[config.mk]
export PLATFORM = sky130hd
export DESIGN_NAME = multicycle_control_unit
export DESIGN_NICKNAME = d
export VERILOG_FILES = /design/src/rtl/mcu_pkg.sv /design/src/rtl/alu_op_decode.sv /design/src/rtl/multicycle_control_unit.sv
export SDC_FILE = /design/constraint.sdc
export NUM_CORES = 1
export LEC_CHECK = 0
export ABC_AREA = 1
export BUFFER_PORTS_ARGS = -buffer_cell sky130_fd_sc_hd__clkbuf_2
export CORE_MARGIN = 2
export CORE_UTILIZATION = 30
export CTS_CLUSTER_DIAMETER = 40
export DETAILED_ROUTE_END_ITERATION = 16
export PLACE_DENSITY = 0.5
export SLEW_MARGIN = 20
export SYNTH_ARGS = -nofsm -noshare
export SYNTH_HDL_FRONTEND = slang
export SYNTH_HIERARCHICAL = 1
export SYNTH_SLANG_ARGS = --single-unit
[constraint.sdc]
create_clock -name clk -period 3.2 [get_ports clk]
set_clock_uncertainty 0.15 [all_clocks]
set_input_delay 0.64 -clock clk [delete_from_list [all_inputs] [get_ports clk]]
set_output_delay 0.64 -clock clk [all_outputs]
set_load 0.01 [all_outputs]
[src/rtl/mcu_pkg.sv]
// mcu_pkg: state, opcode and ALU-code encodings shared by the
// multicycle control unit and its ALU operand decoder.
package mcu_pkg;

    typedef enum logic [2:0] {
        S_FETCH  = 3'd0,
        S_DECODE = 3'd1,
        S_EXEC   = 3'd2,
        S_MEM    = 3'd3,
        S_WB     = 3'd4,
        S_TRAP   = 3'd5
    } state_t;

    localparam logic [2:0] OP_ADD  = 3'd0;
    localparam logic [2:0] OP_ADDI = 3'd1;
    localparam logic [2:0] OP_SUB  = 3'd2;
    localparam logic [2:0] OP_LW   = 3'd3;
    localparam logic [2:0] OP_SW   = 3'd4;
    localparam logic [2:0] OP_BEQ  = 3'd5;
    localparam logic [2:0] OP_LAST = 3'd5;

    localparam logic [1:0] ALU_ADD = 2'd0;
    localparam logic [1:0] ALU_SUB = 2'd1;

endpackage

[src/rtl/alu_op_decode.sv]
// alu_op_decode: latched opcode -> {ALUSrc, ALUControl}, shared by
// the EXEC, MEM and WB phases.
module alu_op_decode
    import mcu_pkg::*;
#(
    parameter int OPCODE_W  = 3,
    parameter int ALUCTRL_W = 2
) (
    input  logic [OPCODE_W-1:0]  i_op,
    output logic                 o_alu_src,
    output logic [ALUCTRL_W-1:0] o_alu_ctrl
);

    logic w_is_imm;
    logic w_is_sub;

    assign w_is_imm = (i_op == OPCODE_W'(OP_ADDI)) ||
                      (i_op == OPCODE_W'(OP_LW))   ||
                      (i_op == OPCODE_W'(OP_SW));
    assign w_is_sub = (i_op == OPCODE_W'(OP_SUB)) ||
                      (i_op == OPCODE_W'(OP_BEQ));

    always_comb begin
        o_alu_src  = 1'b0;
        o_alu_ctrl = ALUCTRL_W'(ALU_ADD);
        unique case (1'b1)
            w_is_imm: o_alu_src  = 1'b1;
            w_is_sub: o_alu_ctrl = ALUCTRL_W'(ALU_SUB);
            default: ;
        endcase
    end

endmodule

[src/rtl/multicycle_control_unit.sv]
// multicycle_control_unit: FETCH/DECODE/EXEC/MEM/WB sequencer with retire counter.
// Define ILLEGAL_OP_TRAP_EN to trap illegal opcodes (adds illegal_op output).
module multicycle_control_unit
    import mcu_pkg::*;
#(
    parameter int OPCODE_W  = 3,
    parameter int ALUCTRL_W = 2,
    parameter int CNT_W     = 16
) (
    input  logic                 clk,
    input  logic                 rst_n,
    input  logic [OPCODE_W-1:0]  Opcode,
    input  logic                 mem_ready,
    output logic                 PCWrite,
    output logic                 IRWrite,
    output logic                 MemRead,
    output logic                 MemWrite,
    output logic                 ALUSrc,
    output logic [ALUCTRL_W-1:0] ALUControl,
    output logic                 RegWrite,
    output logic                 Branch,
    output logic                 instr_done,
`ifdef ILLEGAL_OP_TRAP_EN
    output logic                 illegal_op,
`endif
    output logic [2:0]           state_o,
    output logic [CNT_W-1:0]     instr_cnt
);

    state_t                r_state;
    logic [OPCODE_W-1:0]   r_op;
    logic [CNT_W-1:0]      r_cnt;
    logic                  w_alu_src;
    logic [ALUCTRL_W-1:0]  w_alu_ctrl;
    logic                  w_is_lw;
    logic                  w_is_sw;
    logic                  w_is_beq;
    logic                  w_illegal;

    alu_op_decode #(
        .OPCODE_W  (OPCODE_W),
        .ALUCTRL_W (ALUCTRL_W)
    ) u_alu_op_decode (
        .i_op       (r_op),
        .o_alu_src  (w_alu_src),
        .o_alu_ctrl (w_alu_ctrl)
    );

    assign w_is_lw   = (r_op == OPCODE_W'(OP_LW));
    assign w_is_sw   = (r_op == OPCODE_W'(OP_SW));
    assign w_is_beq  = (r_op == OPCODE_W'(OP_BEQ));
    assign w_illegal = (Opcode > OPCODE_W'(OP_LAST));

    always_ff @(posedge clk or negedge rst_n) begin
        if (!rst_n) begin
            r_state <= S_FETCH;
            r_op    <= '0;
            r_cnt   <= '0;
        end else begin
            if (instr_done)
                r_cnt <= r_cnt + CNT_W'(1);
            unique case (r_state)
                S_FETCH:
                    if (mem_ready)
                        r_state <= S_DECODE;
                S_DECODE: begin
                    r_op <= Opcode;
`ifdef ILLEGAL_OP_TRAP_EN
                    r_state <= w_illegal ? S_TRAP : S_EXEC;
`else
                    r_state <= w_illegal ? S_FETCH : S_EXEC;
`endif
                end
                S_EXEC:
                    if (w_is_beq)
                        r_state <= S_FETCH;
                    else if (w_is_lw || w_is_sw)
                        r_state <= S_MEM;
                    else
                        r_state <= S_WB;
                S_MEM:
                    if (mem_ready)
                        r_state <= w_is_lw ? S_WB : S_FETCH;
                S_WB:
                    r_state <= S_FETCH;
`ifdef ILLEGAL_OP_TRAP_EN
                S_TRAP:
                    r_state <= S_TRAP;
`endif
                default:
                    r_state <= S_FETCH;
            endcase
        end
    end

    // Gated by rst_n so an asserted reset silences every enable at once.
    always_comb begin
        PCWrite    = 1'b0;
        IRWrite    = 1'b0;
        MemRead    = 1'b0;
        MemWrite   = 1'b0;
        ALUSrc     = 1'b0;
        ALUControl = '0;
        RegWrite   = 1'b0;
        Branch     = 1'b0;
        instr_done = 1'b0;
        if (rst_n) begin
            unique case (r_state)
                S_FETCH: begin
                    MemRead = 1'b1;
                    IRWrite = mem_ready;
                    PCWrite = mem_ready;
                end
                S_EXEC: begin
                    ALUSrc     = w_alu_src;
                    ALUControl = w_alu_ctrl;
                    Branch     = w_is_beq;
                    instr_done = w_is_beq;
                end
                S_MEM: begin
                    ALUSrc     = w_alu_src;
                    ALUControl = w_alu_ctrl;
                    MemRead    = w_is_lw;
                    MemWrite   = w_is_sw;
                    instr_done = w_is_sw && mem_ready;
                end
                S_WB: begin
                    ALUSrc     = w_alu_src;
                    ALUControl = w_alu_ctrl;
                    RegWrite   = 1'b1;
                    instr_done = 1'b1;
                end
                default: ;
            endcase
        end
    end

`ifdef ILLEGAL_OP_TRAP_EN
    assign illegal_op = rst_n && (r_state == S_TRAP);
`endif

    assign state_o   = r_state;
    assign instr_cnt = r_cnt;

endmodule
==> flow_summary_export.csv <==
group,metric,value,unit
sta,hold_viol,0,
grt,grt_max_degree,27,
grt,grt_usage,13.5,%
clock_network,clk_latency,0.26,ns
sta,setup_viol,0,
floorplanning,die_h,71.7,µm
yosys,yosysSeqAreaShare,40.0,%
layout,stdcell_area,0.00164,mm²
detailed_routing,firstDrtPassIters,4,
worst_setup_path,critPathMaxFanout,7,
worst_setup_path,required,2.41,ns
place,detailed_place_hpwl,2410,µm
detailed_routing,antenna_left,0,
place,post_dp_cell_area,0.00159,mm²
worst_setup_path,endpoint,"instr_done",
floorplanning,core_area,0.00438,mm²
yosys,synth_seq_cells,22,
yosys,syn_inst,205,
grt,grt_overflow,0,
sta,fin_crit_sh,74.5,%
power_and_ir_drop,p_leak,0.894,nW
clock_network,post_cts_buffers,0,
sta,post-route-min-period,2.38,ns
clock_network,cts_tree,"yes",
run_status,outcome,"complete, no violations",
clock_network,cts.sinks,22,
power_and_ir_drop,peakVddDrop,0.330,mV
clock_network,htree_levels,1,
worst_setup_path,crit_path_start_kind,"flop",
layout,synthToLayoutAreaGrowth,19.4,%
detailed_routing,drc,0,
hold_path,hp-class,"in2async",
sta,rsz0062_at_grt,"no",
worst_setup_path,arrival,1.59,ns
floorplanning,dieArea,0.00514,mm²
sta,fmax,420,MHz
run,drv_cap,0,
worst_setup_path,rr_startpoint,"instr_cnt[0]$_DFFE_PN0P_",
yosys,synth_compound_area_share,3.09,%
yosys,synth_cell_type_count,20,
grt,grt_pass1_wl,5460,µm
yosys,synth_xor_area_share,1.27,%
yosys,synth_top_family_by_area,"simple AND/OR/NAND/NOR gates",
layout,fin_nets,246,
clock_network,cts.repair.resized,0,
floorplanning,pin_count,35,
detailed_routing,viasPerCell,4.67,
place,port_buffers,33,
clock_network,cts_root_buf,"clkbuf_8",
detailed_routing,vias,1353,
worst_setup_path,reg2reg_depth,8,
power_and_ir_drop,power_density,612,mW/mm²
yosys,avgSynthCellArea,6.71,µm²
detailed_routing,drt_iter0_drc,66,
detailed_routing,wl_per_cell,11.0,µm
detailed_routing,drt_wl_total,3180,µm
yosys,synth_adder_area_share,0.910,%
yosys,syn_area,0.00138,mm²
yosys,synth_nets,212,
worst_setup_path,r2r_end,"instr_cnt[14]$_DFFE_PN0P_",
worst_setup_path,startpoint,"state_o[1]$_DFFE_PN0P_",
floorplanning,initial_core_util,31.4,%
clock_network,clock_path_buffers,2,
worst_setup_path,ff2ff_setup_slack,1.45,ns
floorplanning,die_x,71.7,µm
place,globalplace.congestion,0.763,
yosys,ys.warnings.count,6,
worst_setup_path,endpoint_kind,"output port",
grt,antenna_found_initial,0,
clock_network,ctsHoldBuffers,0,
clock_network,clk_pin_slew,0.08,ns
yosys,yosys-mux-area-fraction,0,%
sta,maxSlewViolCount,0,
clock_network,cts-buffers-inserted,3,
worst_setup_path,crit_type,"reg2out",
layout,n_antenna_cell,0,
grt,grt_pass1_vias,1191,
floorplanning,num_rows,24,
sta,setup-tns-final,0,ns
yosys,synth-simple-area-share,45.0,%
layout,drive_above_1_share,17.6,%
==> cells in the mapped netlist, drive strengths merged <==
cell type | count | area, µm²
conb | 1 | 3.75
nor2 | 28 | 108
nand2 | 78 | 295
ha | 1 | 12.5
dfrtp | 22 | 551
nand3b | 11 | 82.6
o21ai | 3 | 15.0
a21oi | 4 | 20.0
nor3 | 5 | 25.0
xor2 | 2 | 17.5
buf | 6 | 46.3
nand3 | 18 | 90.1
o211ai | 1 | 7.51
inv | 22 | 82.6
nand4 | 3 | 18.8
==> registers in the layout, indices dropped and copies added (netlist names) <==
signal     cells
instr_cnt     16
r_op           3
state_o        3
==> how the worst min path moves through the flow <==
stage	from	to	depth (start not counted)
2_1_floorplan	rst_n	instr_cnt[0]$_DFFE_PN0P_	0
3_3_place_gp	instr_cnt[15]$_DFFE_PN0P_	instr_cnt[15]$_DFFE_PN0P_	2
3_5_place_dp	instr_cnt[15]$_DFFE_PN0P_	instr_cnt[15]$_DFFE_PN0P_	2
4_1_cts	rst_n	state_o[2]$_DFFE_PN0P_	1
5_1_grt	rst_n	instr_cnt[15]$_DFFE_PN0P_	1
6_report	rst_n	state_o[2]$_DFFE_PN0P_	1
==> power breakdown <==
part           internal, mW  switching, mW  total, mW
combinational         0.137          0.265      0.402
sequential            0.330         0.0726      0.403
clock                 0.110         0.0895      0.199
total                 0.577          0.427       1.00
==> metal layers <==
layer  up-vias  global-route usage, %  routed length (µm)
li1        706                      -                   -
met1       619                   19.0                1560
met2        26                   21.0                1460
met3         2                   3.66                 147
met4         0                   2.73                  17
met5         -                      0                   0
==> cells by family after synthesis <==
| kind of cell | after synthesis |
|---|---|
| other cells | 1 |
| fa+ha+maj | 1 |
| flops | 22 |
| simple gates | 143 |
| compound gates | 8 |
| xor+xnor | 2 |
| buf+inv | 28 |
==> metrics by stage <==
step	cells	hold WS, ns	util (%)	total power [mW]	setup slack (ns)
after global routing	290	0.0979	37.4	1.10	0.649
after detailed placement	286	0.343	36.2	0.815	0.828
after CTS	290	0.0908	37.4	1.02	0.798
after floorplan	205	0.194	-	0.702	0.931
final	290	0.0848	37.4	1.00	0.817
after global placement	286	0.338	36.2	0.818	0.847
==> worst max-delay path, stage by stage (launching register included) <==
cell	delay, ns
dfrtp_1	0.46
nor2_1	0.19
nand2_1	0.13
inv_1	0.07
nor2_1	0.05
nand2_2	0.06
nand2_1	0.17
inv_1	0.09
clkbuf_2	0.13
==> cell type report <==
type	count	area, µm²
Sequential cell	22	551
Multi-Input combinational cell	155	696
Clock buffer	4	55.1
Inverter	22	82.6
Tap cell	52	65.1
Fill cell	496	2740
Timing Repair Buffer	35	193
==> layout by cell type (no fill, tap or decap), types with 2 or more instances in the layout <==
| cell | instances |
|---|---|
| clkbuf_8 | 4 |
| nand3_1 | 18 |
| inv_1 | 21 |
| xor2_1 | 2 |
| clkbuf_2 | 33 |
| o21ai_0 | 3 |
| nand3b_1 | 11 |
| nor2_1 | 27 |
| nand4_1 | 3 |
| a21oi_1 | 4 |
| dfrtp_1 | 22 |
| nand2_1 | 77 |
| nor3_1 | 5 |
(Power assumes the default switching activity.)
